**src/rtl/dmem_pkg.sv**
```systemverilog
// Shared constants and enums for the data-memory arbiter between the MEM stage (M) and the loader (L).
package dmem_pkg;
  localparam int ADDR_W  = 8;
  localparam int DATA_W  = 32;
  localparam int WORD_AW = ADDR_W - 2;

  typedef enum logic {ARB, LOCK} state_t;
  typedef enum logic [1:0] {NONE, OWN_M, OWN_L} owner_t;
endpackage

```
**src/rtl/dmem_starve_ctr.sv**
```systemverilog
// Saturating count of consecutive denied loader cycles; at_limit forces one loader grant.
module dmem_starve_ctr #(
  parameter int CNT_W        = 3,
  parameter int STARVE_LIMIT = 4
) (
  input  logic dmem_clk_x70,
  input  logic dmem_rst_x70,
  input  logic inc,
  input  logic clr,
  input  logic frz,
  output logic at_limit
);
  localparam logic [CNT_W-1:0] LIMIT = CNT_W'(STARVE_LIMIT);

  logic [CNT_W-1:0] cnt_q;

  always_ff @(posedge dmem_clk_x70) begin
    if (dmem_rst_x70) begin
      cnt_q <= '0;
    end else if (!frz) begin
      if (clr)
        cnt_q <= '0;
      else if (inc && (cnt_q != LIMIT))
        cnt_q <= cnt_q + 1'b1;
    end
  end

  assign at_limit = (cnt_q == LIMIT);
endmodule

```
**src/rtl/dmem_arbiter.sv**
```systemverilog
// Single-port data-memory arbiter: MEM stage has priority, loader gets starvation-forced grants
// and exclusive locked bursts. Grants are combinational; load data returns one cycle later.
module dmem_arbiter
  import dmem_pkg::*;
#(
  parameter int ADDR_W       = dmem_pkg::ADDR_W,
  parameter int DATA_W       = dmem_pkg::DATA_W,
  parameter int WORD_AW      = dmem_pkg::WORD_AW,
  parameter int STARVE_LIMIT = 4,
  parameter int CNT_W        = 3
) (
  input  logic               dmem_clk_x70,
  input  logic               dmem_rst_x70,
  input  logic               m_req_x70,
  input  logic               m_we_x70,
  input  logic [ADDR_W-1:0]  m_addr_x70,
  input  logic [DATA_W-1:0]  m_wdata_x70,
  output logic               m_gnt_x70,
  output logic               m_rvalid_x70,
  output logic [DATA_W-1:0]  m_rdata_x70,
  output logic               mem_stall_x70,
  input  logic               l_req_x70,
  input  logic               l_we_x70,
  input  logic [ADDR_W-1:0]  l_addr_x70,
  input  logic [DATA_W-1:0]  l_wdata_x70,
  input  logic               l_lock_x70,
  output logic               l_gnt_x70,
  output logic               l_rvalid_x70,
  output logic [DATA_W-1:0]  l_rdata_x70,
  output logic               mem_en_x70,
  output logic               mem_we_x70,
  output logic [WORD_AW-1:0] mem_addr_x70,
  output logic [DATA_W-1:0]  mem_wdata_x70,
  input  logic [DATA_W-1:0]  mem_rdata_x70
);
  state_t state_q, state_d;
  owner_t owner_p1;
  logic   at_limit;
  logic   m_gnt, l_gnt;
  logic   [DATA_W-1:0] m_rdata_p1, l_rdata_p1;
  logic   unused_addr_lsb;

  // Byte offset is ignored: every access is a whole-word access.
  assign unused_addr_lsb = ^{m_addr_x70[1:0], l_addr_x70[1:0]};

  dmem_starve_ctr #(
    .CNT_W        (CNT_W),
    .STARVE_LIMIT (STARVE_LIMIT)
  ) u_starve (
    .dmem_clk_x70 (dmem_clk_x70),
    .dmem_rst_x70 (dmem_rst_x70),
    .inc          ((state_q == ARB) && l_req_x70 && !l_gnt),
    .clr          (l_gnt),
    .frz          (state_q == LOCK),
    .at_limit     (at_limit)
  );

  always_ff @(posedge dmem_clk_x70) begin
    if (dmem_rst_x70)
      state_q <= ARB;
    else
      state_q <= state_d;
  end

  always_comb begin
    m_gnt   = 1'b0;
    l_gnt   = 1'b0;
    state_d = state_q;
    if (!dmem_rst_x70) begin
      case (state_q)
        ARB: begin
          if (at_limit && l_req_x70)
            l_gnt = 1'b1;
          else if (m_req_x70)
            m_gnt = 1'b1;
          else if (l_req_x70)
            l_gnt = 1'b1;
          if (l_gnt && l_lock_x70)
            state_d = LOCK;
        end
        LOCK: begin
          l_gnt = l_req_x70;
          if (!l_lock_x70)
            state_d = ARB;
        end
        default: state_d = ARB;
      endcase
    end
  end

  assign m_gnt_x70     = m_gnt;
  assign l_gnt_x70     = l_gnt;
  assign mem_stall_x70 = m_req_x70 && !m_gnt;

  always_comb begin
    mem_en_x70    = m_gnt || l_gnt;
    mem_we_x70    = 1'b0;
    mem_addr_x70  = '0;
    mem_wdata_x70 = '0;
    if (m_gnt) begin
      mem_we_x70    = m_we_x70;
      mem_addr_x70  = m_addr_x70[ADDR_W-1:2];
      mem_wdata_x70 = m_wdata_x70;
    end else if (l_gnt) begin
      mem_we_x70    = l_we_x70;
      mem_addr_x70  = l_addr_x70[ADDR_W-1:2];
      mem_wdata_x70 = l_wdata_x70;
    end
  end

  // ---- stage p1: load response owner, memory data returns this cycle ----
  always_ff @(posedge dmem_clk_x70) begin
    if (dmem_rst_x70)
      owner_p1 <= NONE;
    else if (m_gnt && !m_we_x70)
      owner_p1 <= OWN_M;
    else if (l_gnt && !l_we_x70)
      owner_p1 <= OWN_L;
    else
      owner_p1 <= NONE;
  end

  // Idle ports keep presenting their most recent load data.
  always_ff @(posedge dmem_clk_x70) begin
    if (dmem_rst_x70) begin
      m_rdata_p1 <= '0;
      l_rdata_p1 <= '0;
    end else begin
      if (owner_p1 == OWN_M)
        m_rdata_p1 <= mem_rdata_x70;
      if (owner_p1 == OWN_L)
        l_rdata_p1 <= mem_rdata_x70;
    end
  end

  assign m_rvalid_x70 = !dmem_rst_x70 && (owner_p1 == OWN_M);
  assign l_rvalid_x70 = !dmem_rst_x70 && (owner_p1 == OWN_L);
  assign m_rdata_x70  = dmem_rst_x70 ? '0 : (m_rvalid_x70 ? mem_rdata_x70 : m_rdata_p1);
  assign l_rdata_x70  = dmem_rst_x70 ? '0 : (l_rvalid_x70 ? mem_rdata_x70 : l_rdata_p1);
endmodule

```
**config.mk**
```make
export PLATFORM = sky130hd
export DESIGN_NAME = dmem_arbiter
export DESIGN_NICKNAME = d
export VERILOG_FILES = /design/src/rtl/dmem_pkg.sv /design/src/rtl/dmem_starve_ctr.sv /design/src/rtl/dmem_arbiter.sv
export SDC_FILE = /design/constraint.sdc
export NUM_CORES = 1
export LEC_CHECK = 0
export CORE_MARGIN = 10
export CORE_UTILIZATION = 39
export CTS_BUF_LIST = sky130_fd_sc_hd__clkbuf_4 sky130_fd_sc_hd__clkbuf_8
export DETAILED_ROUTE_END_ITERATION = 12
export PLACE_DENSITY_LB_ADDON = 0.12
export SLEW_MARGIN = 15
export SYNTH_ARGS = -nofsm -noshare
export SYNTH_HDL_FRONTEND = slang
export SYNTH_SLANG_ARGS = --single-unit
```
**constraint.sdc**
```tcl
create_clock -name dmem_clk_x70 -period 3.05 [get_ports dmem_clk_x70]
set_input_delay 0.305 -clock dmem_clk_x70 [delete_from_list [all_inputs] [get_ports dmem_clk_x70]]
set_output_delay 0.305 -clock dmem_clk_x70 [all_outputs]
set_load 0.05 [all_outputs]
```
==> impl_metrics.ini <==
[global_route]
grt_usage_pct = 21.0
overflow = 0
grt_antenna_before_repair = 0
grt_pass1_wl_um = 21500
grt_pass1_vias = 3923
grt_max_degree = 65

[yosys]
synth_area_um2 = 3320
ys.warnings.count = 0
syn_area_per_cell_um2 = 7.55
synth_ff_type = dfxtp_1
ys_async_sr_fraction_pct = 0
netlist-cell-type-count = 24
synth_seq_area_share_pct = 42.2
synth-edff-count = 0
ys_ff_latch = 70
netlist_instances = 440
syn_nets = 561

[timing]
setup_viol_count_final = 0
fmax_ghz = 0.358
rsz0062_at_grt = no
worstMarginPinSlew_ns = 0.582
hold_violations = 0
post-route-min-period_ns = 2.79
tns_ns = 0
fin_skew_ns = 0.0109
post-route-period-util_pct = 91.6
maxSlewHeadroom_pct = 61.2
slew_viol_final = 0
setup_slack_ns = 0.255

[place]
routabilityCongestion = 0.771
dp_slack_ns = 0.410
io_buffers = 223
placedCellCount = 739
dpl.hpwl_um = 11400

[floorplan]
die_h_um = 112
start_util_pct = 40.2
core_um2 = 8260
die_x_um = 112
io_pins = 228
rows = 33
dieArea_um2 = 12600

[hold_path]
hold_class = in -> reg

[cells_and_area]
layout_common_cells = a21oi_1, nand2_1, clkdlybuf4s50_1
layout.nets = 766
antennaDiodeCount = 0
area_delta_synth_final_pct = 83.5
drive_above_1_share_pct = 21.2
final_common_cell = a21oi_1
instances_no_fill = 755

[clocking]
clock_latency_ns = 0.34
cts_max_level = 3
cts-root-buf = clkbuf_8
clkSlewWorstSetupHoldPaths_ns = 0.08
cts-resized-gates = 0
cts_hold_buf = 0
clk_path_buf_depth = 2
cts_setup_buffers = 0
cts_tree = done
clock-sinks = 70
cts_buffers = 9

[route]
vias_per_cell = 5.16
dr.first_iter.drc_count = 236
via_count = 3893
drt-total-wl_um = 14000
wl_per_cell_um = 18.6
ant_nets = 0
drc = 0
drt_pass1_iterations = 4

[setup_path]
cpMaxStageDelayCell = clkdlybuf4s50_1
crit_type = reg -> out
max_stage_delay_ns = 0.91
crit_required_ns = 2.74
cp_num_buf_inv = 2
crit_family = buffers and inverters
path_cells = inv_1 > ha_1 > a21bo_1 > o211a_4 > clkdlybuf4s50_1
cp-end-kind = output port
path_max_fanout = 42
cp.arrival_ns = 2.49
worst_setup_path_start_kind = flip-flop

[job]
cap_violations = 0

[power]
power_w = 0.00254
leakage_nw = 2.40
max-vdd-ir-drop_mv = 0.291
cellPowerDensity_nw_per_um2 = 417

[status]
status = finished, final reports clean
==> area by class of cell <==
class | instances | area [um^2]
inverters | 3 | 11.3
fillers | 626 | 2160
clock inverters | 5 | 81.3
repair buffers | 234 | 2650
well taps | 105 | 131
flip-flops and latches | 70 | 1400
multi-input cells | 327 | 1680
clock buffers | 11 | 145
==> worst paths after layout <==
kind                           from              to  slack, ns  cells past startpoint
setup / recovery  u_starve.cnt_q[0]       l_gnt_x70       0.26                      5
hold / removal         dmem_rst_x70  l_rdata_p1[26]       0.36                      2
setup reg to reg        owner_p1[0]  l_rdata_p1[10]       1.47                      4
hold reg to reg      m_rdata_p1[20]  m_rdata_p1[20]       0.47                      2
==> power by group <==
group          internal [W]  leakage (nW)  switching, W  total, W
clock              0.000493         0.113      0.000338  0.000832
sequential         0.000939         0.568    0.00000822  0.000948
combinational      0.000356          1.72      0.000408  0.000765
total               0.00179          2.40      0.000755   0.00254
==> cell usage after synthesis, types with 2 or more instances <==
cell      number  area, um^2
nor2_1         3        11.3
nor3b_1        2        15.0
a21oi_1      132         661
buf_1          2        7.51
nand2b_1       3        18.8
buf_2         13        65.1
clkbuf_1      15        56.3
dfxtp_1       70        1400
inv_1          3        11.3
nor2b_1        5        31.3
nand2_1      130         488
ha_1           2        25.0
nand3_1        3        15.0
buf_6          8        90.1
buf_4          2        15.0
a22o_1        39         342
==> state kept, by name, indices dropped and copies added, names as in the netlist <==
name,flops
m_rdata_p1,32
l_rdata_p1,32
owner_p1,2
state_q,1
u_starve.cnt_q,3
==> routing by layer <==
metal | GRT usage (%) | part of all wire [%] | vias to the layer above
met5 | 0 | 0 | -
met3 | 8.09 | 7.5 | 15
li1 | - | - | 1934
met4 | 4.74 | 1.6 | 0
met1 | 21.9 | 37 | 1812
met2 | 38.9 | 54 | 132
==> cells by family after synthesis <==
family / after synthesis / share of synthesized area [%]
AO/OA/AOI/OAI: 175 / 31.4
flip-flops: 70 / 42.2
AND/OR/NAND/NOR: 150 / 18.3
adder cells (fa/ha/maj): 2 / 0.753
buffers and inverters: 43 / 7.38
==> through the flow <==
stage,hold slack (ns),utilization (%),cell area (um^2)
2_1_floorplan,0.377,-,3320
3_3_place_gp,0.450,71.1,5870
3_5_place_dp,0.458,71.1,5870
4_1_cts,0.347,73.9,6100
5_1_grt,0.361,73.9,6100
6_report,0.360,73.9,6100
==> worst reg2reg max path, cell delays in order, from the launching register on <==
cell      delay, ns
dfxtp_1        0.37
nand2b_1       0.48
buf_4          0.37
nand2_1        0.12
a21oi_1        0.17
Power figures use the tool's default switching activity.
